`config.mk`:
```
export PLATFORM = sky130hd
export DESIGN_NAME = fifo_rd_stream_a16d36_flat
export DESIGN_NICKNAME = d
export VERILOG_FILES = /design/src/rtl/fifo_rd_stream_a16d36_if.sv /design/src/rtl/fifo_rd_stream_a16d36.sv /design/src/flat_wrapper.sv
export SDC_FILE = /design/constraint.sdc
export NUM_CORES = 1
export LEC_CHECK = 0
export ABC_AREA = 1
export CELL_PAD_IN_SITES_DETAIL_PLACEMENT = 1
export CELL_PAD_IN_SITES_GLOBAL_PLACEMENT = 1
export CORE_MARGIN = 2
export CORE_UTILIZATION = 38
export CTS_BUF_LIST = sky130_fd_sc_hd__clkbuf_4
export DETAILED_ROUTE_END_ITERATION = 16
export PLACE_DENSITY = 0.83
export SYNTH_ARGS = -nofsm -noshare
export SYNTH_HDL_FRONTEND = slang
export SYNTH_SLANG_ARGS = --single-unit
```
`constraint.sdc`:
```
create_clock -name clk -period 2.25 [get_ports clk]
set_input_delay 0.225 -clock clk [delete_from_list [all_inputs] [get_ports clk]]
set_output_delay 0.225 -clock clk [all_outputs]
set_load 0.01 [all_outputs]
```
`src/rtl/fifo_rd_stream_a16d36_if.sv`:
```
// Read-port and output-stream bundle for the 16x36 FIFO drain engine.
// The master side is the drain engine; the slave side is the FIFO envelope plus the consumer.
interface fifo_rd_stream_a16d36_if #(
    parameter int DAT_WIDTH = 36
);
    logic                 fifo_empty;
    logic                 fifo_rd_op;
    logic [DAT_WIDTH-1:0] fifo_rd_data;
    logic                 out_valid;
    logic [DAT_WIDTH-1:0] out_data;
    logic                 out_ready;

    modport master (
        input  fifo_empty,
        input  fifo_rd_data,
        input  out_ready,
        output fifo_rd_op,
        output out_valid,
        output out_data
    );

    modport slave (
        output fifo_empty,
        output fifo_rd_data,
        output out_ready,
        input  fifo_rd_op,
        input  out_valid,
        input  out_data
    );
endinterface

```
`src/rtl/fifo_rd_stream_a16d36.sv`:
```
// Drain engine: pops the FIFO, captures read data a cycle later into a 2-entry
// skid buffer and presents it on a valid/ready stream with credit-based pop control.
module fifo_rd_stream_a16d36 #(
    parameter int PTR_WIDTH = 4,
    parameter int DAT_WIDTH = 36,
    parameter int CNT_WIDTH = 16
) (
    input  logic                       clk,
    input  logic                       reset_n,
    input  logic                       sreset_n,
    input  logic                       drain_en,
    fifo_rd_stream_a16d36_if.master    bus,
    output logic [CNT_WIDTH-1:0]       pop_cnt,
    output logic                       busy
);

    if (PTR_WIDTH < 1) begin : g_bad_ptr_width
        $error("PTR_WIDTH must be at least 1");
    end

    logic                 r_inflight;
    logic [1:0]           r_occ;
    logic                 r_wptr;
    logic                 r_rptr;
    logic [CNT_WIDTH-1:0] r_pop_cnt;
    logic [DAT_WIDTH-1:0] r_buf [2];

    logic                 w_acc;
    logic                 w_rd_op;
    logic [1:0]           w_level;

    // w_level is the occupancy after this edge; a pop is only allowed if its
    // word will still find a free slot when it lands one cycle later.
    assign w_acc   = (r_occ != 2'd0) & bus.out_ready;
    assign w_level = r_occ + {1'b0, r_inflight} - {1'b0, w_acc};
    assign w_rd_op = drain_en & ~bus.fifo_empty & sreset_n & (w_level < 2'd2);

    assign bus.fifo_rd_op = w_rd_op;
    assign bus.out_valid  = (r_occ != 2'd0);
    assign bus.out_data   = r_buf[r_rptr];
    assign pop_cnt        = r_pop_cnt;
    assign busy           = r_inflight | (r_occ != 2'd0);

    always_ff @(posedge clk or negedge reset_n) begin
        if (!reset_n) begin
            r_inflight <= 1'b0;
            r_occ      <= 2'd0;
            r_wptr     <= 1'b0;
            r_rptr     <= 1'b0;
            r_pop_cnt  <= '0;
        end else if (!sreset_n) begin
            r_inflight <= 1'b0;
            r_occ      <= 2'd0;
            r_wptr     <= 1'b0;
            r_rptr     <= 1'b0;
            r_pop_cnt  <= '0;
        end else begin
            r_inflight <= w_rd_op;
            r_occ      <= w_level;
            if (r_inflight) begin
                r_wptr <= ~r_wptr;
            end
            if (w_acc) begin
                r_rptr <= ~r_rptr;
            end
            if (w_rd_op) begin
                r_pop_cnt <= r_pop_cnt + 1'b1;
            end
        end
    end

    // A word in flight during a soft clear is dropped rather than captured.
    always_ff @(posedge clk or negedge reset_n) begin
        if (!reset_n) begin
            r_buf[0] <= '0;
            r_buf[1] <= '0;
        end else if (sreset_n && r_inflight) begin
            r_buf[r_wptr] <= bus.fifo_rd_data;
        end
    end

endmodule

```
`src/flat_wrapper.sv`:
```
// flat-port wrapper written by rule: the top's interface ports become plain ports
module fifo_rd_stream_a16d36_flat 
#(
    parameter int PTR_WIDTH = 4,
    parameter int DAT_WIDTH = 36,
    parameter int CNT_WIDTH = 16
)
  (clk, reset_n, sreset_n, drain_en, pop_cnt, busy, bus_fifo_empty, bus_fifo_rd_data, bus_out_ready, bus_fifo_rd_op, bus_out_valid, bus_out_data);
  fifo_rd_stream_a16d36_if #(.DAT_WIDTH(DAT_WIDTH)) bus_i ();
  input  logic clk;
  input  logic reset_n;
  input  logic sreset_n;
  input  logic drain_en;
  output logic [CNT_WIDTH-1:0] pop_cnt;
  output logic busy;
  input wire logic [$bits(bus_i.fifo_empty)-1:0] bus_fifo_empty;
  input wire logic [$bits(bus_i.fifo_rd_data)-1:0] bus_fifo_rd_data;
  input wire logic [$bits(bus_i.out_ready)-1:0] bus_out_ready;
  output wire logic [$bits(bus_i.fifo_rd_op)-1:0] bus_fifo_rd_op;
  output wire logic [$bits(bus_i.out_valid)-1:0] bus_out_valid;
  output wire logic [$bits(bus_i.out_data)-1:0] bus_out_data;
  assign bus_i.fifo_empty = bus_fifo_empty;
  assign bus_i.fifo_rd_data = bus_fifo_rd_data;
  assign bus_i.out_ready = bus_out_ready;
  assign bus_fifo_rd_op = bus_i.fifo_rd_op;
  assign bus_out_valid = bus_i.out_valid;
  assign bus_out_data = bus_i.out_data;
  fifo_rd_stream_a16d36 #(.PTR_WIDTH(PTR_WIDTH), .DAT_WIDTH(DAT_WIDTH), .CNT_WIDTH(CNT_WIDTH)) u_core (.clk(clk), .reset_n(reset_n), .sreset_n(sreset_n), .drain_en(drain_en), .bus(bus_i), .pop_cnt(pop_cnt), .busy(busy));
endmodule
```
## After elaboration in Yosys (flattened, before gate mapping)

Index checks and enable logic that the tools add are counted.

| storage, ports and cells | value |
|---|---|
| register bits | 93 |
| word-level logic and storage cells | 44 |

| operators by class | value |
|---|---|
| bitwise logic cells | 10 |
| reduce and logical (&&, ||, !) cells | 3 |
| eq/ne operators | 3 |
| add/subtract/negate cells | 3 |
| magnitude comparators | 4 |
| muxes and demuxes | 14 |

Operators by type and width:

| operator | count |
|---|---|
| $mux 36 | 4 |
| $bwmux 72 | 1 |
| $demux 36 s1 | 1 |
| $mux 16 | 2 |
| $add 16x1->16 const B | 1 |
| $ne 2x1->1 const B | 3 |
| $mux 1 | 5 |
| $and 1x1->1 | 4 |
| $ge 2x2->1 const B | 2 |
| $not 1->2 | 2 |
| $not 1->1 | 3 |
| $add 2x1->2 | 1 |
| $logic_and 1x1->1 | 2 |
| $lt 2x1->1 const B | 1 |
| $lt 2x2->1 const B | 1 |
| $mux 2 | 1 |
| $reduce_bool 2->1 | 1 |
| $sub 2x1->2 | 1 |
| $or 1x1->1 | 1 |

## Longest topological paths before layout

| depth | value |
|---|---|
| word-level depth | 7 |
| mapped depth | 15 |

## Worst setup path before layout

OpenSTA, ideal clock, no wires.

| timing path | value |
|---|---|
| kind | flip-flop to flip-flop |
| start | register u_core.r_occ[1] |
| end | register u_core.r_pop_cnt[10], in the netlist u_core.pop_cnt[10] |
| arrival | 1.718 ns |
| stages on the path, launching flop included | 16 |
| buffers on the path | 0 |
| path slack | 0.414 ns |
| required time | 2.132 ns |
| library setup time | 0.118 ns |
| period minus slack after synthesis | 1.836 ns |
| path through | dfrtp_1 -> inv_2 -> nand2_1 -> nand2_1 -> inv_1 -> ha_1 -> inv_1 -> ha_1 -> inv_1 -> nand2_2 -> nand2_2 -> nand2_2 -> nand2_2 -> inv_4 -> nand2_1 -> nand2_1 |

| between the ends | value |
|---|---|
| cells in the longest elaborated chain, start to end | 6 |
| elaborated cells between the ends (all ways) | 7 |
| classes of those cells | add/sub: 2; order compare: 1; eq/ne: 1; bitwise: 2; reduce/logical: 1 |

Ends and longest elaborated chain:

| element | line | text |
|---|---|---|
| start, declared | fifo_rd_stream_a16d36.sv:22 | `logic [1:0] r_occ;` |
| start signal, assigned | fifo_rd_stream_a16d36.sv:59 | `r_occ <= w_level;` |
| $reduce_bool 2->1 | n/a |  |
| net bus_out_valid | flat_wrapper.sv:20 | `output wire logic [$bits(bus_i.out_valid)-1:0] bus_out_valid;` |
| $and 1x1->1 | fifo_rd_stream_a16d36.sv:34 | `assign w_acc = (r_occ != 2'd0) & bus.out_ready;` |
| $sub 2x1->2 | fifo_rd_stream_a16d36.sv:35 | `assign w_level = r_occ + {1'b0, r_inflight} - {1'b0, w_acc};` |
| $lt 2x2->1 | fifo_rd_stream_a16d36.sv:36 | `assign w_rd_op = drain_en & ~bus.fifo_empty & sreset_n & (w_level < 2'd2);` |
| $and 1x1->1 | fifo_rd_stream_a16d36.sv:36 |  |
| $ne 2x1->1 (no line) | n/a |  |
| end signal, assigned | fifo_rd_stream_a16d36.sv:67 | `r_pop_cnt <= r_pop_cnt + 1'b1;` |
| end, declared | fifo_rd_stream_a16d36.sv:25 | `logic [CNT_WIDTH-1:0] r_pop_cnt;` |

The timed path passes the listed nets, and every way through them passes these cells.
A chain may end at the register's enable or synchronous reset.

## Worst setup path in the final report

| timing path | value |
|---|---|
| start | register u_core.r_occ[1] |
| end | output bus_fifo_rd_op |

| between the ends | value |
|---|---|
| cells in the longest elaborated chain, start to end | 5 |
| elaborated cells between the ends (all ways) | 6 |
| classes of those cells | add/sub: 2; order compare: 1; bitwise: 2; reduce/logical: 1 |

Ends and longest elaborated chain:

| element | line | text |
|---|---|---|
| parallel branches: the longest is 2 deep, another holds $add 2x1->2 | n/a |  |
| $sub 2x1->2 (*) | fifo_rd_stream_a16d36.sv:35 |  |
| $lt 2x2->1 (*) | fifo_rd_stream_a16d36.sv:36 |  |
| $and 1x1->1 (*) | fifo_rd_stream_a16d36.sv:36 |  |
| end, declared | flat_wrapper.sv:19 | `output wire logic [$bits(bus_i.fifo_rd_op)-1:0] bus_fifo_rd_op;` |

Every way passes the cells marked *.

==> flow_summary.json <==
{
  "fin_crit_ns": 2.244,
  "cts.clk_slew.worst_paths_ns": 0.17,
  "worstHoldPathType": "input port to async pin",
  "clock_latency_ns": 0.45,
  "final_nets": 723,
  "grt_pass1_wl_um": 21960,
  "numCtsBuffers": 9,
  "cp.required_ns": 2.03,
  "grt-ovfl-total": 0,
  "worstMarginPinSlew_ns": 0.6033,
  "crit_type": "flop to output port",
  "async_flop_share": 1.000,
  "synth_nets": 605,
  "cts-root-buf": "clkbuf_4",
  "rr_startpoint": "u_core.r_occ[1]",
  "leakagePower_nw": 3.117,
  "netlist_top_cells_count": "nand2_1 (240), dfrtp_1 (93), o21ai_0 (75), inv_1 (57), clkbuf_1 (18)",
  "synth_top_area_cell": "dfrtp_1",
  "dr_wl_met3_um": 408,
  "die-area_um2": 12420,
  "core_area_um2": 11320,
  "maxCapViolations": 0,
  "regToRegSetupSlack_ns": 0.11,
  "fmax_mhz": 445.6,
  "arrival_ns": 2.02,
  "synth_top_area_share": 0.5305,
  "max_slew_margin": 0.5978,
  "cp-startpoint": "u_core.r_occ[1]",
  "worst_path_largest_cell_delay_ns": 0.43,
  "fin_util": 0.5306,
  "rr_worst_depth": 17,
  "htree_levels": 3,
  "ys_seq_elements": 93,
  "met2_length_um": 6790,
  "drc": 0,
  "path_cells": "inv_2 > nand2_4 > nand2_4 > inv_4 > ha_4 > inv_2 > ha_4 > inv_4 > nand2_4 > a21oi_4 > buf_6",
  "routed_via_density": 4.949,
  "met1Wirelength_um": 5631,
  "synth_cell_types": 25,
  "firstDrtPassIters": 4,
  "final-hold-violation-count": 0,
  "setup_viol": 0,
  "ir_drop_mv": 0.4794,
  "num_antenna_cells": 0,
  "via_count": 4088,
  "drive_gt1_frac": 0.1274,
  "syn_area_um2": 4387,
  "die_h_um": 111.4,
  "cp_common_cell": "nand2_4",
  "synth_flop_cell": "dfrtp_1",
  "dieWidth_um": 111.4,
  "fin_hold_ws_ns": 0.2989,
  "yosys_warnings": 0,
  "cp-start-kind": "flop",
  "critPathCapture": "bus_fifo_rd_op",
  "ant_nets": 0,
  "cts_sinks": 93,
  "port_buffers": 96,
  "cts_tree": "built",
  "rows": 39,
  "dpl.hpwl_um": 8446,
  "synth_edf_count": 0,
  "r2r-end": "u_core.pop_cnt[3]",
  "io_pins": 97,
  "maxSlewViolCount": 0,
  "rsz0062_at_grt": "yes",
  "yosysSeqAreaShare": 0.5305,
  "dr.max_layer_used": "met4",
  "max-clock-path-buffers": 2,
  "grt_max_degree": 73,
  "path_max_fanout": 2,
  "synthCells": 560,
  "critPathCaptureType": "output port",
  "avgSynthCellArea_um2": 7.833,
  "wl_per_cell_um": 15.82,
  "groute.usage.overall": 0.2168,
  "routed_wl_um": 13060,
  "grt_pass1_vias": 4499,
  "p_per_area_nw_per_um2": 1048,
  "synthMostInstantiatedCell": "nand2_1",
  "post-route-period-util": 0.9974,
  "antenna_found_initial": 0,
  "initial_core_util": 0.3875,
  "gp_congestion": 0.7825,
  "syn_to_final_growth_pct": 36.94,
  "outcome": "completed",
  "dr.first_iter.drc_count": 189,
  "cpMaxStageDelayCell": "dfrtp_1",
  "synthTopCellsByArea": "dfrtp_1 (53%), nand2_1 (21%), o21ai_0 (8.6%), inv_1 (4.9%), nand3_1 (1.7%)",
  "fin_skew_ns": 0.01714
}
==> repair_timing <==
item	in CTS	in global routing
gates resized for setup	15	20
setup endpoints to repair	29	32
hold buffers	1	0
hold endpoints to repair	43	0
pin swaps	5	7
buffers inserted	19	2
gates cloned	1	0
==> worst max-delay path: cells and delay by family, from the launching register on <==
kind,cells,cell delay [ns]
flip-flops,1,0.43
AND/OR/NAND/NOR,3,0.18
AO/OA/AOI/OAI,1,0.15
adder cells (fa/ha/maj),2,0.44
buffers and inverters,5,0.37
==> cell families (layout without fill, tap and decap cells) <==
group                    after synthesis  after routing  synth area share
XOR/XNOR                               4              4          0.007988
AND/OR/NAND/NOR                      293            293            0.2787
buffers and inverters                 86            209           0.07901
flip-flops                            93             93            0.5305
adder cells (fa/ha/maj)                3              3          0.008558
AO/OA/AOI/OAI                         81             81           0.09527
==> where the power goes <==
part	leakage, nW	internal (mW)	switching (mW)
clock network	0.0801	0.270	0.660
registers	1.23	2.16	0.289
logic	1.80	1.51	1.41
==> sequential cells by signal, indices dropped and copies added (netlist names) <==
register,cells
u_core.pop_cnt,16
u_core.r_buf,72
u_core.r_inflight,1
u_core.r_occ,2
u_core.r_rptr,1
u_core.r_wptr,1
==> per-layer routing <==
layer / GRT usage / vias up
li1: - / 1969
met1: 0.2711 / 2020
met2: 0.3850 / 80
met3: 0.03048 / 19
met4: 0.07737 / 0
met5: 0 / -
==> layout make-up <==
class                      instances  area [um^2]
fill                            1400         5314
sequential                        93         2328
multi-input combinational        381         1773
timing repair buffer             132         1338
inverter                          61        240.2
tap                              143        178.9
clock inverter                     7        81.33
clock buffer                       9        67.56
==> layout by cell type (no fill, tap or decap), types with 2 or more instances in the layout <==
master,count
clkdlybuf4s50_1,85
inv_2,5
o21ai_0,74
buf_12,5
clkinv_4,2
ha_4,2
clkinv_8,2
nor2_1,11
inv_4,3
nand2_4,3
inv_1,52
nand3_1,15
xor2_1,2
inv_8,2
dfrtp_1,92
a21oi_1,2
nor2_4,2
nand2_1,238
buf_4,30
nand4_1,10
clkbuf_4,9
nand2_2,6
dlymetal6s2s_1,9
xnor2_1,2
nor2_2,4
==> metrics by stage <==
step,area (um^2),setup TNS [ns],total power [mW],instances,setup WS (ns)
after floorplan,4387,0,3.577,560,0.4139
after global placement,5577,-0.1102,4.847,788,-0.1102
after detailed placement,5577,-0.1712,5.000,788,-0.1712
after CTS,5944,-0.3811,6.249,825,-0.03262
after global routing,6007,-0.1037,6.731,826,-0.09094
final,6007,0,6.297,826,0.005870
==> how the worst min path moves through the flow <==
stage	from	endpoint	cells past startpoint
2_1_floorplan	reset_n	u_core.pop_cnt[0]	0
3_3_place_gp	reset_n	u_core.r_buf[40]	1
3_5_place_dp	reset_n	u_core.r_buf[40]	1
4_1_cts	reset_n	u_core.r_buf[40]	2
5_1_grt	bus_fifo_rd_data[18]	u_core.r_buf[18]	3
6_report	reset_n	u_core.r_buf[4]	2
(Power assumes the default switching activity.)
